===== config.mk =====
export PLATFORM = sky130hd
export DESIGN_NAME = ysyx_22041211_idu
export DESIGN_NICKNAME = d
export VERILOG_FILES = /design/src/rtl/ysyx_22041211_pkg.sv /design/src/rtl/ysyx_22041211_imm_gen.sv /design/src/rtl/ysyx_22041211_idu.sv
export SDC_FILE = /design/constraint.sdc
export NUM_CORES = 1
export LEC_CHECK = 0
export ABC_CLOCK_PERIOD_IN_PS = 2800
export BUFFER_PORTS_ARGS = -buffer_cell sky130_fd_sc_hd__buf_2
export CAP_MARGIN = 5
export CORE_MARGIN = 1
export CORE_UTILIZATION = 53
export DETAILED_ROUTE_END_ITERATION = 16
export PLACE_DENSITY = 0.85
export SYNTH_ARGS = -nofsm -noshare
export SYNTH_HDL_FRONTEND = slang
export SYNTH_SLANG_ARGS = --single-unit

===== constraint.sdc =====
create_clock -name clk -period 2.8 [get_ports clk]
set_input_delay 0.56 -clock clk [delete_from_list [all_inputs] [get_ports clk]]
set_output_delay 0.56 -clock clk [all_outputs]
set_load 0.01 [all_outputs]

===== src/rtl/ysyx_22041211_pkg.sv =====
// Shared definitions for the NPC decode stage: opcodes, instruction-type
// codes, system-instruction words and encodings, and the decode FSM states.
package ysyx_22041211_pkg;

   // RV32I major opcodes (inst[6:0])
   localparam logic [6:0] OP_IMM    = 7'b0010011;
   localparam logic [6:0] OP_LOAD   = 7'b0000011;
   localparam logic [6:0] OP_JALR   = 7'b1100111;
   localparam logic [6:0] OP_SYSTEM = 7'b1110011;
   localparam logic [6:0] OP_LUI    = 7'b0110111;
   localparam logic [6:0] OP_AUIPC  = 7'b0010111;
   localparam logic [6:0] OP_REG    = 7'b0110011;
   localparam logic [6:0] OP_STORE  = 7'b0100011;
   localparam logic [6:0] OP_JAL    = 7'b1101111;
   localparam logic [6:0] OP_BRANCH = 7'b1100011;

   // out_type encodings
   localparam logic [2:0] TYPE_I   = 3'b000;
   localparam logic [2:0] TYPE_N   = 3'b001;
   localparam logic [2:0] TYPE_U   = 3'b010;
   localparam logic [2:0] TYPE_R   = 3'b011;
   localparam logic [2:0] TYPE_S   = 3'b100;
   localparam logic [2:0] TYPE_J   = 3'b101;
   localparam logic [2:0] TYPE_B   = 3'b110;
   localparam logic [2:0] TYPE_INV = 3'b111;

   // Complete instruction words of the two recognised system instructions
   localparam logic [31:0] INST_ECALL  = 32'h0000_0073;
   localparam logic [31:0] INST_EBREAK = 32'h0010_0073;

   // out_sys encodings
   localparam logic [1:0] SYS_NONE   = 2'b00;
   localparam logic [1:0] SYS_ECALL  = 2'b01;
   localparam logic [1:0] SYS_EBREAK = 2'b10;

   // Decode-stage operating state; HALT is sticky until reset
   typedef enum logic {
      ST_RUN  = 1'b0,
      ST_HALT = 1'b1
   } state_t;

   // Classify a full instruction word as ecall, ebreak or neither
   function automatic logic [1:0] sys_of(input logic [31:0] inst);
      logic [1:0] sys;
      sys = SYS_NONE;
      if (inst == INST_ECALL) begin
         sys = SYS_ECALL;
      end else if (inst == INST_EBREAK) begin
         sys = SYS_EBREAK;
      end
      return sys;
   endfunction

endpackage


===== src/rtl/ysyx_22041211_imm_gen.sv =====
// Combinational instruction classifier and immediate generator.
// Maps a 32-bit instruction to its format type, its sign-extended
// immediate (DATA_LEN wide) and an illegal flag.
module ysyx_22041211_imm_gen
   import ysyx_22041211_pkg::*;
#(
   parameter int DATA_LEN = 32
) (
   input  logic [31:0]         inst,
   output logic [2:0]          kind,
   output logic [DATA_LEN-1:0] imm,
   output logic                illegal
);

   logic signed [11:0] imm_i;
   logic signed [11:0] imm_s;
   logic signed [12:0] imm_b;
   logic signed [20:0] imm_j;
   logic signed [31:0] imm_u;

   assign imm_i = inst[31:20];
   assign imm_s = {inst[31:25], inst[11:7]};
   assign imm_b = {inst[31], inst[7], inst[30:25], inst[11:8], 1'b0};
   assign imm_j = {inst[31], inst[19:12], inst[20], inst[30:21], 1'b0};
   assign imm_u = {inst[31:12], 12'b0};

   // Pick the format from the opcode; signed casts sign-extend to DATA_LEN
   always_comb begin
      kind    = TYPE_INV;
      imm     = '0;
      illegal = 1'b0;
      case (inst[6:0])
         OP_IMM, OP_LOAD, OP_JALR: begin
            kind = TYPE_I;
            imm  = DATA_LEN'(imm_i);
         end
         OP_SYSTEM: begin
            kind    = TYPE_N;
            illegal = (sys_of(inst) == SYS_NONE);
         end
         OP_LUI, OP_AUIPC: begin
            kind = TYPE_U;
            imm  = DATA_LEN'(imm_u);
         end
         OP_REG: begin
            kind = TYPE_R;
         end
         OP_STORE: begin
            kind = TYPE_S;
            imm  = DATA_LEN'(imm_s);
         end
         OP_JAL: begin
            kind = TYPE_J;
            imm  = DATA_LEN'(imm_j);
         end
         OP_BRANCH: begin
            kind = TYPE_B;
            imm  = DATA_LEN'(imm_b);
         end
         default: begin
            kind    = TYPE_INV;
            illegal = 1'b1;
         end
      endcase
   end

endmodule


===== src/rtl/ysyx_22041211_idu.sv =====
// Registered instruction-decode stage of the NPC core.
// Decodes each accepted instruction into a registered output beat, counts
// output handshakes and halts after an ebreak has been handed downstream.
// Build option YSYX_22041211_IDU_SKID_EN: two-entry skid buffer with a
// registered in_ready; otherwise a single output register whose in_ready
// depends combinationally on out_ready.
module ysyx_22041211_idu
   import ysyx_22041211_pkg::*;
#(
   parameter int DATA_LEN = 32,
   parameter int ADDR_LEN = 32
) (
   input  logic                clk,
   input  logic                rst_n,
   input  logic                in_valid,
   output logic                in_ready,
   input  logic [31:0]         in_inst,
   input  logic [ADDR_LEN-1:0] in_pc,
   output logic                out_valid,
   input  logic                out_ready,
   output logic [ADDR_LEN-1:0] out_pc,
   output logic [2:0]          out_type,
   output logic [DATA_LEN-1:0] out_imm,
   output logic [4:0]          out_rs1,
   output logic [4:0]          out_rs2,
   output logic [4:0]          out_rd,
   output logic [2:0]          out_funct3,
   output logic [6:0]          out_funct7,
   output logic [1:0]          out_sys,
   output logic                out_illegal,
   output logic                halt,
   output logic [31:0]         dec_cnt
);

   typedef struct packed {
      logic [ADDR_LEN-1:0] pc;
      logic [2:0]          kind;
      logic [DATA_LEN-1:0] imm;
      logic [4:0]          rs1;
      logic [4:0]          rs2;
      logic [4:0]          rd;
      logic [2:0]          funct3;
      logic [6:0]          funct7;
      logic [1:0]          sys;
      logic                illegal;
   } beat_t;

   state_t state_q, state_d;

   beat_t in_beat;
   beat_t main_q, main_d;
   logic  main_valid_q, main_valid_d;

`ifdef YSYX_22041211_IDU_SKID_EN
   beat_t skid_q, skid_d;
   logic  skid_valid_q, skid_valid_d;
   logic  ready_q, ready_d;
`endif

   logic [2:0]          dec_kind;
   logic [DATA_LEN-1:0] dec_imm;
   logic                dec_illegal;

   logic in_fire;
   logic out_fire;
   logic halt_fire;

   ysyx_22041211_imm_gen #(
      .DATA_LEN (DATA_LEN)
   ) u_imm_gen (
      .inst    (in_inst),
      .kind    (dec_kind),
      .imm     (dec_imm),
      .illegal (dec_illegal)
   );

   assign in_beat.pc      = in_pc;
   assign in_beat.kind    = dec_kind;
   assign in_beat.imm     = dec_imm;
   assign in_beat.rs1     = in_inst[19:15];
   assign in_beat.rs2     = in_inst[24:20];
   assign in_beat.rd      = in_inst[11:7];
   assign in_beat.funct3  = in_inst[14:12];
   assign in_beat.funct7  = in_inst[31:25];
   assign in_beat.sys     = sys_of(in_inst);
   assign in_beat.illegal = dec_illegal;

`ifdef YSYX_22041211_IDU_SKID_EN
   assign in_ready = rst_n && ready_q;
`else
   assign in_ready = rst_n && (state_q == ST_RUN) && (!main_valid_q || out_ready);
`endif

   assign out_valid = main_valid_q;
   assign in_fire   = in_valid && in_ready;
   assign out_fire  = main_valid_q && out_ready;
   assign halt_fire = out_fire && (main_q.sys == SYS_EBREAK);

   assign out_pc      = main_q.pc;
   assign out_type    = main_q.kind;
   assign out_imm     = main_q.imm;
   assign out_rs1     = main_q.rs1;
   assign out_rs2     = main_q.rs2;
   assign out_rd      = main_q.rd;
   assign out_funct3  = main_q.funct3;
   assign out_funct7  = main_q.funct7;
   assign out_sys     = main_q.sys;
   assign out_illegal = main_q.illegal;
   assign halt        = (state_q == ST_HALT);

   // Next FSM state: RUN falls into HALT once an ebreak beat retires
   always_comb begin
      state_d = state_q;
      case (state_q)
         ST_RUN:  if (halt_fire) state_d = ST_HALT;
         ST_HALT: state_d = ST_HALT;
      endcase
   end

   // Next buffer contents; entering HALT discards everything still held
   always_comb begin
      main_valid_d = main_valid_q;
      main_d       = main_q;
`ifdef YSYX_22041211_IDU_SKID_EN
      skid_valid_d = skid_valid_q;
      skid_d       = skid_q;
      if (!main_valid_q || out_fire) begin
         if (skid_valid_q) begin
            main_valid_d = 1'b1;
            main_d       = skid_q;
            skid_valid_d = in_fire;
            if (in_fire) skid_d = in_beat;
         end else begin
            main_valid_d = in_fire;
            if (in_fire) main_d = in_beat;
         end
      end else if (in_fire) begin
         skid_valid_d = 1'b1;
         skid_d       = in_beat;
      end
      if (state_d == ST_HALT) begin
         main_valid_d = 1'b0;
         skid_valid_d = 1'b0;
      end
      ready_d = (state_d == ST_RUN) && !skid_valid_d;
`else
      if (in_fire) begin
         main_valid_d = 1'b1;
         main_d       = in_beat;
      end else if (out_fire) begin
         main_valid_d = 1'b0;
      end
      if (state_d == ST_HALT) begin
         main_valid_d = 1'b0;
      end
`endif
   end

   // State, buffer and handshake counter registers with synchronous reset
   always_ff @(posedge clk) begin
      if (!rst_n) begin
         state_q      <= ST_RUN;
         main_valid_q <= 1'b0;
         main_q       <= '0;
         dec_cnt      <= '0;
`ifdef YSYX_22041211_IDU_SKID_EN
         skid_valid_q <= 1'b0;
         skid_q       <= '0;
         ready_q      <= 1'b1;
`endif
      end else begin
         state_q      <= state_d;
         main_valid_q <= main_valid_d;
         main_q       <= main_d;
         if (out_fire) dec_cnt <= dec_cnt + 32'd1;
`ifdef YSYX_22041211_IDU_SKID_EN
         skid_valid_q <= skid_valid_d;
         skid_q       <= skid_d;
         ready_q      <= ready_d;
`endif
      end
   end

endmodule

==> results.tsv <==
metric	value	unit
status	finished, final reports clean	
Diodes inserted	0	
Synth Area per Inst	8.716	um2
Post-synth EDFFs	0	
Post-Synth Simple-Gate Area	0.2529	
area of the multi-input gates	2624	um2
delay-heaviest family, CP	flip-flops	
Worst-Skew Late Latency	0.51	ns
initial antenna violation count	0	
period utilisation layout	0.7097	
post-DR wirelength/cell	15.15	um
Register-to-Register Path Depth	5	
Root Driver	clkbuf_8	
H-tree Lvls	4	
Pwr Density	631.1	nW/um2
DPL Wire Length	10.21	mm
drt initial violations	240	
startpoint types	flop	
mux cell area share after synthesis	0.002769	
final WL	14.41	mm
DRC	0	
Inst Count DP	919	
synthesized area	5421	um2
synth warn	0	
GPL Wtd Cong	0.9201	
final setup margin	0.8128	ns
vias in the first global route	4737	
io pins	198	
clock buffer count from CTS	17	
Final #Nets	874	
end-of-flow core utilization	0.7156	
required time worst endpoint	2.24	ns
final hold violation count	0	
CP endpoint kind	output port	
Finished Layout Cells	951	
crit-path cells	nor2b_4 -> nor2_4 -> buf_2	
xor/xnor share of the synthesized area	0.05008	
Synth Area in Adders	0.002308	
Vias/cell	5.404	
Hold Crit Class	primary input to flop	
Cells after Synth	622	
Slew Limit Fails	0	
RSZ-0062 raised after global routing	false	
FMAX	503.2	MHz
largest net degree at the start of global routing	103	
Yosys reg bits	129	
DP Worst Slack	0.5960	ns
skew final	0.009691	ns
DIE HEIGHT	103.1	um
Critical Path Stages	3	
RR Endpoint	dec_cnt[21]$_SDFFE_PN0P_	
Synth async-reset ratio	0	
worst r2r src	dec_cnt[5]$_SDFFE_PN0P_	
Max VDD drop	0.3546	mV
Netlist cell types	56	
Sequential cell area	2582	um2
global-route wire length before repair	21.77	mm
initial core utilization	0.5496	
Die X	103.1	um
Final Setup Violations	0	
Total GRT Usage	0.2657	
PostCTS Resize Cnt	0	
CTS tree	yes	
Post-CTS Repair Setup Buffers	0	
Buf/Inv on CP	1	
Setup crit end	in_ready	
Total Power	4.455	mW
Critical Path AT	1.43	ns
fraction of layout cells with a size suffix above 1	0.3117	
Area Overhead vs Synth	30.21	%
Worst R2R Setup Slack	0.87	ns
Top FF cell, synth	dfxtp_1	
# fillers	754	
worst-margin pin slew	0.7926	ns
TNS Setup	0	ns
clk sinks	129	
Slew HR	0.4716	
CORE AREA	9864	um2
register area share after synthesis	0.4763	
Clock Pin Slew Worst Setup and Hold Paths	0.06	ns
number of buffers added on ports	197	
# hold bufs at CTS	0	
Syn Nets	691	
main combinational cell family by area after synthesis	simple AND/OR/NAND/NOR gates	
critical path class	flop to output port	
total grt overflow	0	
Period minus WS final	1.987	ns
clock buffer depth	2	
ANT nets after route	0	
Cell Rows	36	
Slowest cell on crit path	dfxtp_1	
Leak	3.103	nW
vias post-DR	5139	
Die Area	10640	um2
compound-cell area share of the yosys netlist	0.1742	
total of max-cap violations	0	
drt first pass iters	4	
CP Max Fanout	7	
crit path from	out_valid$_SDFFE_PP0P_	
CP peak stage delay	0.44	ns
[cells in the final DEF (no fill, tap or decap), types with 2 or more instances in the layout]
cell	synthesis	routed
a21boi_0	13	13
a21boi_1	45	45
a21oi_1	23	23
a22o_1	6	6
a22oi_1	4	4
a32oi_1	2	2
and2_1	37	37
and3_1	4	4
and4_1	4	4
buf_2	23	197
buf_4	4	8
bufinv_16	0	3
clkbuf_16	0	16
clkinv_2	0	2
clkinv_4	0	4
clkinvlp_4	0	3
dfxtp_1	129	129
inv_1	6	6
inv_6	0	3
nand2_1	150	150
nand2b_1	2	2
nand3_1	16	16
nand4_1	14	14
nor2_1	14	14
nor2b_1	5	4
nor3_1	6	6
nor4_1	6	6
o21ai_0	3	3
o21ai_1	21	21
o221a_1	2	2
o22ai_1	3	3
o2bb2ai_1	5	5
or2_2	2	2
xnor2_1	27	27
xor2_1	4	4
[routing by layer]
metal	up-vias	track usage	wire length (um)
li1	2479	-	-
met1	2427	0.3052	6017
met2	208	0.4631	7103
met3	25	0.08271	996
met4	0	0.09967	287
met5	-	0	0
[flip-flops by register name (all words and copies together) (netlist names)]
register     count
out_imm         32
out_rs1          5
halt             1
out_funct7       7
out_rd           5
out_valid        1
out_pc          32
out_rs2          5
out_type         3
dec_cnt         32
out_illegal      1
out_funct3       3
out_sys          2
[per-stage QoR]
| stage | instance area [um2] | hold WS [ns] |
|---|---|---|
| floorplan | 5421 | 0.4715 |
| global placement | 6461 | 0.4325 |
| detailed placement | 6461 | 0.4409 |
| CTS | 7059 | 0.2628 |
| global route | 7059 | 0.2697 |
| finish | 7059 | 0.2843 |
[synth_stat cells (all sizes together), types with 2 or more instances]
library cell | n | area [um2]
a22oi | 4 | 30.03
and4 | 4 | 35.03
nor2 | 15 | 63.81
xor2 | 4 | 35.03
nor2b | 6 | 45.04
and3 | 4 | 25.02
nand3 | 16 | 80.08
xnor2 | 27 | 236.5
buf | 27 | 145.1
nand3b | 2 | 18.77
o2bb2ai | 5 | 43.79
nand2 | 151 | 569.3
and2 | 38 | 237.7
inv | 6 | 22.52
nand2b | 2 | 12.51
a32oi | 2 | 17.52
a22o | 6 | 52.55
nand4 | 15 | 100.1
o221a | 2 | 22.52
o32ai | 2 | 25.03
clkbuf | 15 | 56.30
dfxtp | 129 | 2582
nor4 | 8 | 71.32
nor3b | 3 | 32.53
nor3 | 6 | 30.03
or2 | 3 | 18.77
o21ai | 25 | 128.9
o22ai | 4 | 31.28
a21boi | 58 | 435.4
a21oi | 23 | 115.1
[power by group]
| group | internal [mW] | switching, mW | total [mW] |
|---|---|---|---|
| Sequential | 1.88 | 0.0238 | 1.90 |
| Combinational | 0.132 | 0.194 | 0.326 |
| Clock | 1.37 | 0.859 | 2.22 |
[worst min-delay path: stages]
cell and delay [ns]:
buf_2 0.09, nand2_1 0.04, a21boi_1 0.05
[cells by family after synthesis]
family	count (synthesis)
AO/OA/AOI/OAI	136
XOR/XNOR	31
adder cells (fa/ha/maj)	1
buffers and inverters	48
flip-flops	129
multiplexers	1
AND/OR/NAND/NOR	276
[area by class of cell]
| class | instances | area share |
|---|---|---|
| Timing Repair Buffer | 206 | 0.1510 |
| Multi-Input combinational cell | 445 | 0.3717 |
| Tap cell | 133 | 0.02357 |
| Inverter | 6 | 0.003190 |
| Sequential cell | 129 | 0.3658 |
| Clock inverter | 15 | 0.02605 |
| Clock buffer | 17 | 0.05867 |
[worst min path at each step]
stage	end	slack, ns	cells past startpoint	from
after CTS	out_pc[15]$_SDFFE_PN0P_	0.26	3	in_pc[15]
after floorplan	out_imm[12]$_SDFFE_PN0P_	0.47	2	out_imm[12]$_SDFFE_PN0P_
final	out_pc[1]$_SDFFE_PN0P_	0.28	3	in_pc[1]
after global routing	out_pc[12]$_SDFFE_PN0P_	0.27	3	in_pc[12]
after global placement	out_imm[19]$_SDFFE_PN0P_	0.43	2	out_imm[19]$_SDFFE_PN0P_
after detailed placement	out_imm[15]$_SDFFE_PN0P_	0.44	2	out_imm[15]$_SDFFE_PN0P_
No activity file was read; power rests on OpenSTA's default activity.
